[src/rtl/rf_dump_ctrl.sv]
// rtl/rf_dump_ctrl.sv - run/halt sequencer that runs the CPU for a set cycle count, then streams out the register file
// Optional: define RF_DUMP_BREAK_HALT_EN to also end the run on a MIPS break instruction.
module rf_dump_ctrl #(
  parameter int CNT_W = 32,
  parameter int NREG  = 32
) (
  input  logic             clk,
  input  logic             rst,
  input  logic             start,
  input  logic [CNT_W-1:0] cycle_limit,
  input  logic [31:0]      inst,
  output logic             cpu_en,
  output logic [4:0]       dbg_rf_addr,
  input  logic [31:0]      dbg_rf_data,
  output logic             out_valid,
  input  logic             out_ready,
  output logic [4:0]       out_idx,
  output logic [31:0]      out_data,
  output logic             busy,
  output logic             done,
  output logic [CNT_W-1:0] cycles_run
);

  typedef enum logic [2:0] {
    S_IDLE, S_RUN, S_HALT, S_READ, S_SEND, S_DONE
  } state_t;

  state_t           state, state_nxt;
  logic [CNT_W-1:0] lim;
  logic [4:0]       idx;
  logic             start_ok;
  logic             last_idx;
  logic             brk_hit;
  logic             run_end;

`ifdef RF_DUMP_BREAK_HALT_EN
  assign brk_hit = (inst == 32'h0000_000D);
`else
  logic unused_inst;
  assign unused_inst = ^inst;
  assign brk_hit     = 1'b0;
`endif

  assign start_ok = start && (state == S_IDLE || state == S_DONE);
  assign last_idx = (idx == 5'(NREG - 1));
  // lim is never 0 in RUN, so lim-1 cannot wrap; cpu_en stays high exactly lim cycles
  assign run_end  = (cycles_run == lim - CNT_W'(1)) || brk_hit;

  always_ff @(posedge clk or posedge rst) begin
    if (rst) state <= S_IDLE;
    else     state <= state_nxt;
  end

  always_comb begin
    state_nxt = state;
    case (state)
      S_IDLE, S_DONE: if (start) state_nxt = (cycle_limit == '0) ? S_HALT : S_RUN;
      S_RUN:          if (run_end) state_nxt = S_HALT;
      S_HALT:         state_nxt = S_READ;
      S_READ:         state_nxt = S_SEND;
      S_SEND:         if (out_ready) state_nxt = last_idx ? S_DONE : S_READ;
      default:        state_nxt = S_IDLE;
    endcase
  end

  always_comb begin
    cpu_en      = 1'b0;
    out_valid   = 1'b0;
    busy        = 1'b0;
    done        = 1'b0;
    dbg_rf_addr = 5'd0;
    case (state)
      S_RUN:  begin cpu_en = 1'b1; busy = 1'b1; end
      S_HALT: busy = 1'b1;
      S_READ: begin busy = 1'b1; dbg_rf_addr = idx; end
      S_SEND: begin busy = 1'b1; out_valid = 1'b1; end
      S_DONE: done = 1'b1;
      default: ;
    endcase
  end

  always_ff @(posedge clk or posedge rst) begin
    if (rst) begin
      lim        <= '0;
      cycles_run <= '0;
      idx        <= 5'd0;
      out_idx    <= 5'd0;
      out_data   <= 32'd0;
    end else begin
      if (start_ok) begin
        lim        <= cycle_limit;
        cycles_run <= '0;
      end else if (cpu_en && cycles_run != {CNT_W{1'b1}}) begin
        cycles_run <= cycles_run + CNT_W'(1);
      end
      case (state)
        S_HALT: idx <= 5'd0;
        S_READ: begin
          out_data <= dbg_rf_data;
          out_idx  <= idx;
        end
        S_SEND: if (out_ready && !last_idx) idx <= idx + 5'd1;
        default: ;
      endcase
    end
  end

endmodule
[config.mk]
export PLATFORM = sky130hd
export DESIGN_NAME = rf_dump_ctrl
export DESIGN_NICKNAME = d
export VERILOG_FILES = /design/src/rtl/rf_dump_ctrl.sv
export SDC_FILE = /design/constraint.sdc
export NUM_CORES = 1
export LEC_CHECK = 0
export CORE_MARGIN = 2
export CORE_UTILIZATION = 40
export DETAILED_ROUTE_END_ITERATION = 10
export MAX_ROUTING_LAYER = met4
export PLACE_DENSITY = 0.7
export SETUP_SLACK_MARGIN = 0.15
export SYNTH_ARGS = -nofsm -noshare
export SYNTH_HDL_FRONTEND = slang
export SYNTH_SLANG_ARGS = --single-unit
[constraint.sdc]
create_clock -name clk -period 4.3 [get_ports clk]
set_input_delay 0.645 -clock clk [delete_from_list [all_inputs] [get_ports clk]]
set_output_delay 0.645 -clock clk [all_outputs]
set_load 0.02 [all_outputs]
After elaboration in Yosys (flattened, before gate mapping):

Cells that the tools add are included.

* flip-flop bits (word level): 109
* latch bits: 0
* bits in writable memories: 0
* ROM bits: 0
* bits of input ports: 100
* output and inout bits: 78
* logic and storage cells: 49
* memories kept: 0

* $add $sub $neg: 3
* multiply operators: 0
* divide/modulo/power cells: 0
* magnitude comparators: 0
* equal/unequal tests: 12
* shift operators: 0
* mux-type cells: 15
* bitwise gates (word level): 0
* reduce and logical (&&, ||, !) cells: 13

Operator list (count)
* two-way mux 32 bit: 2
* adder 32 x 1 -> 32 bit, second input constant: 1
* == test 32 bit: 1
* logical NOT 32 bit: 1
* inequality test 32 bit, second input constant: 1
* subtractor 32 x 1 -> 32 bit, second input constant: 1
* one-hot mux 3 bit (5 select lines): 1
* two-way mux 3 bit: 4
* two-way mux 5 bit: 2
* one-hot mux 5 bit (2 select lines): 1
* inequality test 2 bit, second input constant: 4
* == test 3 x 2 -> 1 bit, second input constant: 2
* == test 3 bit, second input constant: 2
* adder 5 x 1 -> 5 bit, second input constant: 1
* == test 5 bit, second input constant: 1
* two-way mux 1 bit: 4
* nonzero test 2 bit: 2
* OR reduction 4 bit: 1
* == test 3 x 1 -> 1 bit, second input constant: 1
* logical AND 1 bit: 3
* logical NOT 3 bit: 1
* AND reduction 3 bit: 1
* two-way mux 2 bit: 1
* AND reduction 2 bit: 1
* 3 further kinds: 3

Depth between registers and ports, before layout:

* depth in word-level cells: 5
* gate-level depth with buffers: 11
* depth with buffers taken out: 9

Worst setup path before layout:

Ideal clock, no wire load.

* kind: reg2reg
* from: register lim[0]
* to: register state[0]
* library setup time: 0.124 ns
* arrival time: 2.825 ns
* required time: 4.176 ns
* slack: 1.351 ns
* cell stages (with the launch flop): 12
* buffers on the path: 2
* clock period less this slack: 2.949 ns
* path through: dfrtp_1 inv_1 ha_1 or3b_2 clkbuf_1 or3_1 buf_2 or4_1 o311ai_1 a2bb2oi_2 o2111ai_2 o31a_1

* word-level cells in the longest chain between the ends: 4

Ends and longest elaborated chain
* from (decl): RTL line 29 `logic [CNT_W-1:0] lim;`
* from (signal assigned): RTL line 91 `lim <= cycle_limit;`
* subtractor 32 x 1 -> 32 bit: RTL line 47 `assign run_end = (cycles_run == lim - CNT_W'(1)) || brk_hit;`
* == test 32 bit: RTL line 47
* inequality test 2 bit (no line)
* AND reduction 3 bit (no line)
* to (signal assigned): RTL line 51 `else state <= state_nxt;`
* to (decl): RTL line 28 `state_t state, state_nxt;`

Every way passes these cells.
A chain may end at the register's enable or synchronous reset.

Worst setup path in the final report:

Ends and elaborated chain as after synthesis.

==> results.txt <==
- Number of setup buffers added after CTS: 0
- WP data required: 4.54 ns
* Synth-to-Final Area Change: 32.0%
- 0 antenna diodes ended up in the layout.
* Place WS: 1.04 ns
* Non-filler instance count after layout: 883
- For the pin with the worst max-slew slack, the measured transition is 1.13 ns.
* Share of post-route cells with drive strength above 1: 13.2%
* Total routing resource utilization after global routing: 20.2%
* Total internal power: 3.01 mW
- Summing all flip-flop and latch instances after layout gives 0.00273 mm^2.
- Fill cells: 1,302
- Post-synthesis share of cell area spent on full adders, half adders and majority gates: 0.844%
- After Yosys synthesis, XOR and XNOR cells account for 9.90% of the synthesized area.
* Portion of total power attributed to combinational logic: 45.1%
- Initial drt markers: 238
- Power share of the sequential group: 37.3%
- Half-perimeter wire length after placement: 11.1 mm
- Global-route wire length before repair: 25.1 mm
- Hold buffer count at CTS: 0
- The final critical path takes up 77.4% of the cycle.
- In this run, placement finished with an instance count of 867.
- Count of unresolved DRC violations after routing: 0
* Compound-cell area share of the yosys netlist: 8.53%
- Summing over every cut layer, the via total after detailed routing is 4,922.
- EDFF count, synth: 0
- The number of hold violations in the final report came to 0.
* Share of flip-flops with an asynchronous set or reset after synthesis: 100%
- Row generation in the floorplan step produced 44 rows.
* Data arrival, critical path: 3.57 ns
- After detailed routing, the total wire length is 15.3 mm.
- Die area: 0.0158 mm^2
- After clock tree synthesis, the clock-pin slew on the worst setup and hold paths is 0.08 ns.
- Port bufs: 145
- Post-synthesis instance area: 0.00593 mm^2
* Clock network fraction of total power: 17.6%
* Post-cts gate resize count: 0
- Power density normalized to cell area: 626 mW/mm^2
* Count of final setup violators: 0
* Number of global-route vias before repair: 4,999
- Share of cell area taken by muxes after synthesis: 12.3%
- Count of yosys warnings during synthesis: 0
* Max Cap Viol: 0
- Residual antenna-violating net count after detailed routing: 0
* Post-synthesis simple-gate area fraction: 19.2%
* Leakage Power: 3.09 nW
* Vias per cell: 5.57
* Max Root-Sink Buffers: 2
* Largest net degree at the start of global routing: 93
- By area, the combinational part of the netlist is dominated by simple AND/OR/NAND/NOR gates.
* Core ar.: 0.0145 mm^2
- Summed over all nets, the switching power comes to 1.89 mW.
* Seq cells post-synth: 109
- Fraction of power spent switching nets: 38.6%
* CTS root buffer: clkbuf_16
- The max-slew violation total from the final report came to 0.
- Layout Skew: 0.00572 ns
- RSZ-0062 raised after global routing: false
- Tightest Hold Check Type: reg -> reg
* Critical Path End Type: register
- The run finished with clean final reports.
- After detailed placement, the total cell area comes to 0.00751 mm^2.
- GR Overflow Total: 0
* Post-synthesis area per instance: 10.5 um^2
- Die span in x: 126 um
- Headroom to the max-slew limit came out at 24.7%.
- When the netlist entered floorplanning its net count stood at 670.
* Unique masters post-synth: 61
* Total clock buffers created by CTS: 9
- Multi-input logic area: 0.00301 mm^2
* Count of H-tree levels built during CTS: 3
- Fraction of the yosys area taken by sequential cells: 46.0%
* NumNets Final: 798
- Max Fanout on Critical Path: 9
* Final worst-path setup slack: 0.974 ns
* FMAX: 301 MHz
- Post-route cell area: 0.00782 mm^2
- In the final routed layout, each cell accounts on average for 17.3 um.
- Effective utilization at floorplan: 40.8%
- Fin crit period: 3.33 ns
- The first TritonRoute pass finished after 5 iterations.
* Routability-driven placement congestion ratio: 0.886
- STA classifies the critical path startpoint as a register.
* Clock tree from TritonCTS: done
* Die H: 126 um
- Max IR drop VDD: 0.000386 V
* Top FF cell, synth: dfrtp_1
* Latest clock arrival within the worst-skew pair: 0.36 ns
* Number of primary I/O pins: 178
* Number of antenna violations at the first check in global routing: 0
* Setup total negative slack: 0 ns
* Synth Instances: 566
- Number of sinks on the clock net: 109
- The critical path is of the reg -> reg type.
-- path summary, 6_finish.rpt --
check / start / endpoint / depth (start not counted) / slack, ns
worst max register to register: lim[0]$_DFFE_PP0P_ / state[0]$_DFFE_PP0P_ / 9 / 0.97
worst min register to register: out_idx[4]$_DFFE_PP0N_ / out_idx[4]$_DFFE_PP0N_ / 1 / 0.48
worst max-delay path: lim[0]$_DFFE_PP0P_ / state[0]$_DFFE_PP0P_ / 9 / 0.97
worst min-delay path: out_idx[4]$_DFFE_PP0N_ / out_idx[4]$_DFFE_PP0N_ / 1 / 0.48
max in group asynchronous: rst / cycles_run[6]$_DFFE_PP0P_ / 3 / 2.47
min in group asynchronous: rst / out_data[5]$_DFFE_PP0N_ / 2 / 0.93
-- critical path, cell delays in order, from the launching register on --
cell and delay [ns]:
dfrtp_1 0.43, inv_1 0.09, ha_1 0.18, or3b_2 0.57, nor3_1 0.46, and4_1 0.26
a2bb2o_1 0.30, nor4_1 0.38, o2111ai_2 0.26, o31a_1 0.28
-- registers in the layout, indices dropped and copies added, names as in the netlist --
name        count
out_idx         5
state           3
idx             5
out_data       32
cycles_run     32
lim            32
-- layout by cell type, fill, tap and decap left out, types with 4 or more instances in the layout --
cell	count
clkdlybuf4s50_1	145
dfrtp_1	109
mux2_2	63
nor2_1	54
xnor2_1	34
xor2_1	33
nand2_1	28
nor4_1	25
nand3_1	17
nand4_1	16
inv_1	14
o21ai_0	10
nor3_1	9
or4_1	9
clkbuf_16	9
nand3b_1	7
or3_1	7
o31ai_1	7
a21o_1	6
nand4b_1	5
a21oi_1	5
o211ai_1	5
and4_1	5
and3_1	5
o31a_1	4
nand2b_1	4
o22ai_1	4
ha_1	4
buf_4	4
-- power by group through the flow --
stage          sequential (mW)  clock [mW]  combinational (mW)
2_1_floorplan             1.89           0                1.35
3_5_place_dp              1.83           0                2.21
6_report                  1.83       0.862                2.21
3_3_place_gp              1.81           0                2.15
4_1_cts                   1.82       0.896                2.22
5_1_grt                   1.89       0.931                2.40
-- Yosys cell counts (all sizes together) (9+ instances only) --
cell type / count / area [um^2]
xnor2: 34 / 298
clkbuf: 29 / 110
xor2: 33 / 289
or4: 10 / 78.8
nand2: 28 / 105
o21ai: 10 / 50.1
nor3: 9 / 45.0
nor4: 25 / 156
inv: 15 / 56.3
dfrtp: 109 / 2730
mux2: 63 / 709
nor2: 54 / 203
nand4: 16 / 100
nand3: 17 / 85.1
-- per-stage QoR --
step                total power [mW]  util, %  hold WS (ns)
global placement                3.96     51.7         0.460
finish                          4.90     53.8         0.484
floorplan                       3.24        -         0.475
CTS                             4.94     53.8         0.489
detailed placement              4.04     51.7         0.465
global route                    5.22     53.8         0.515
-- final cells by class --
type                            count  share of cell area [%]
Clock buffer                       10                    3.06
Multi-Input combinational cell    410                    38.5
Inverter                           15                   0.752
Clock inverter                      6                   0.912
Timing Repair Buffer              149                    18.9
Tap cell                          184                    2.94
Sequential cell                   109                    34.9
-- logic make-up after synthesis --
kind of cell,Yosys count
AND/OR/NAND/NOR,208
flip-flops,109
XOR/XNOR,67
AO/OA/AOI/OAI,66
multiplexers,65
buffers and inverters,47
adder cells (fa/ha/maj),4
-- metal layers --
layer  up-vias  wire length [um]  part of all wire (%)  track usage [%]
met5         -                 0                     0                -
met4         0               197                   1.3             5.04
met3        17              1230                   8.0             6.67
met2       191              7230                    47             33.0
met1      2395              6590                    43             24.4
li1       2319                 -                     -                -
Note: power is estimated with default switching activity, not from simulation.
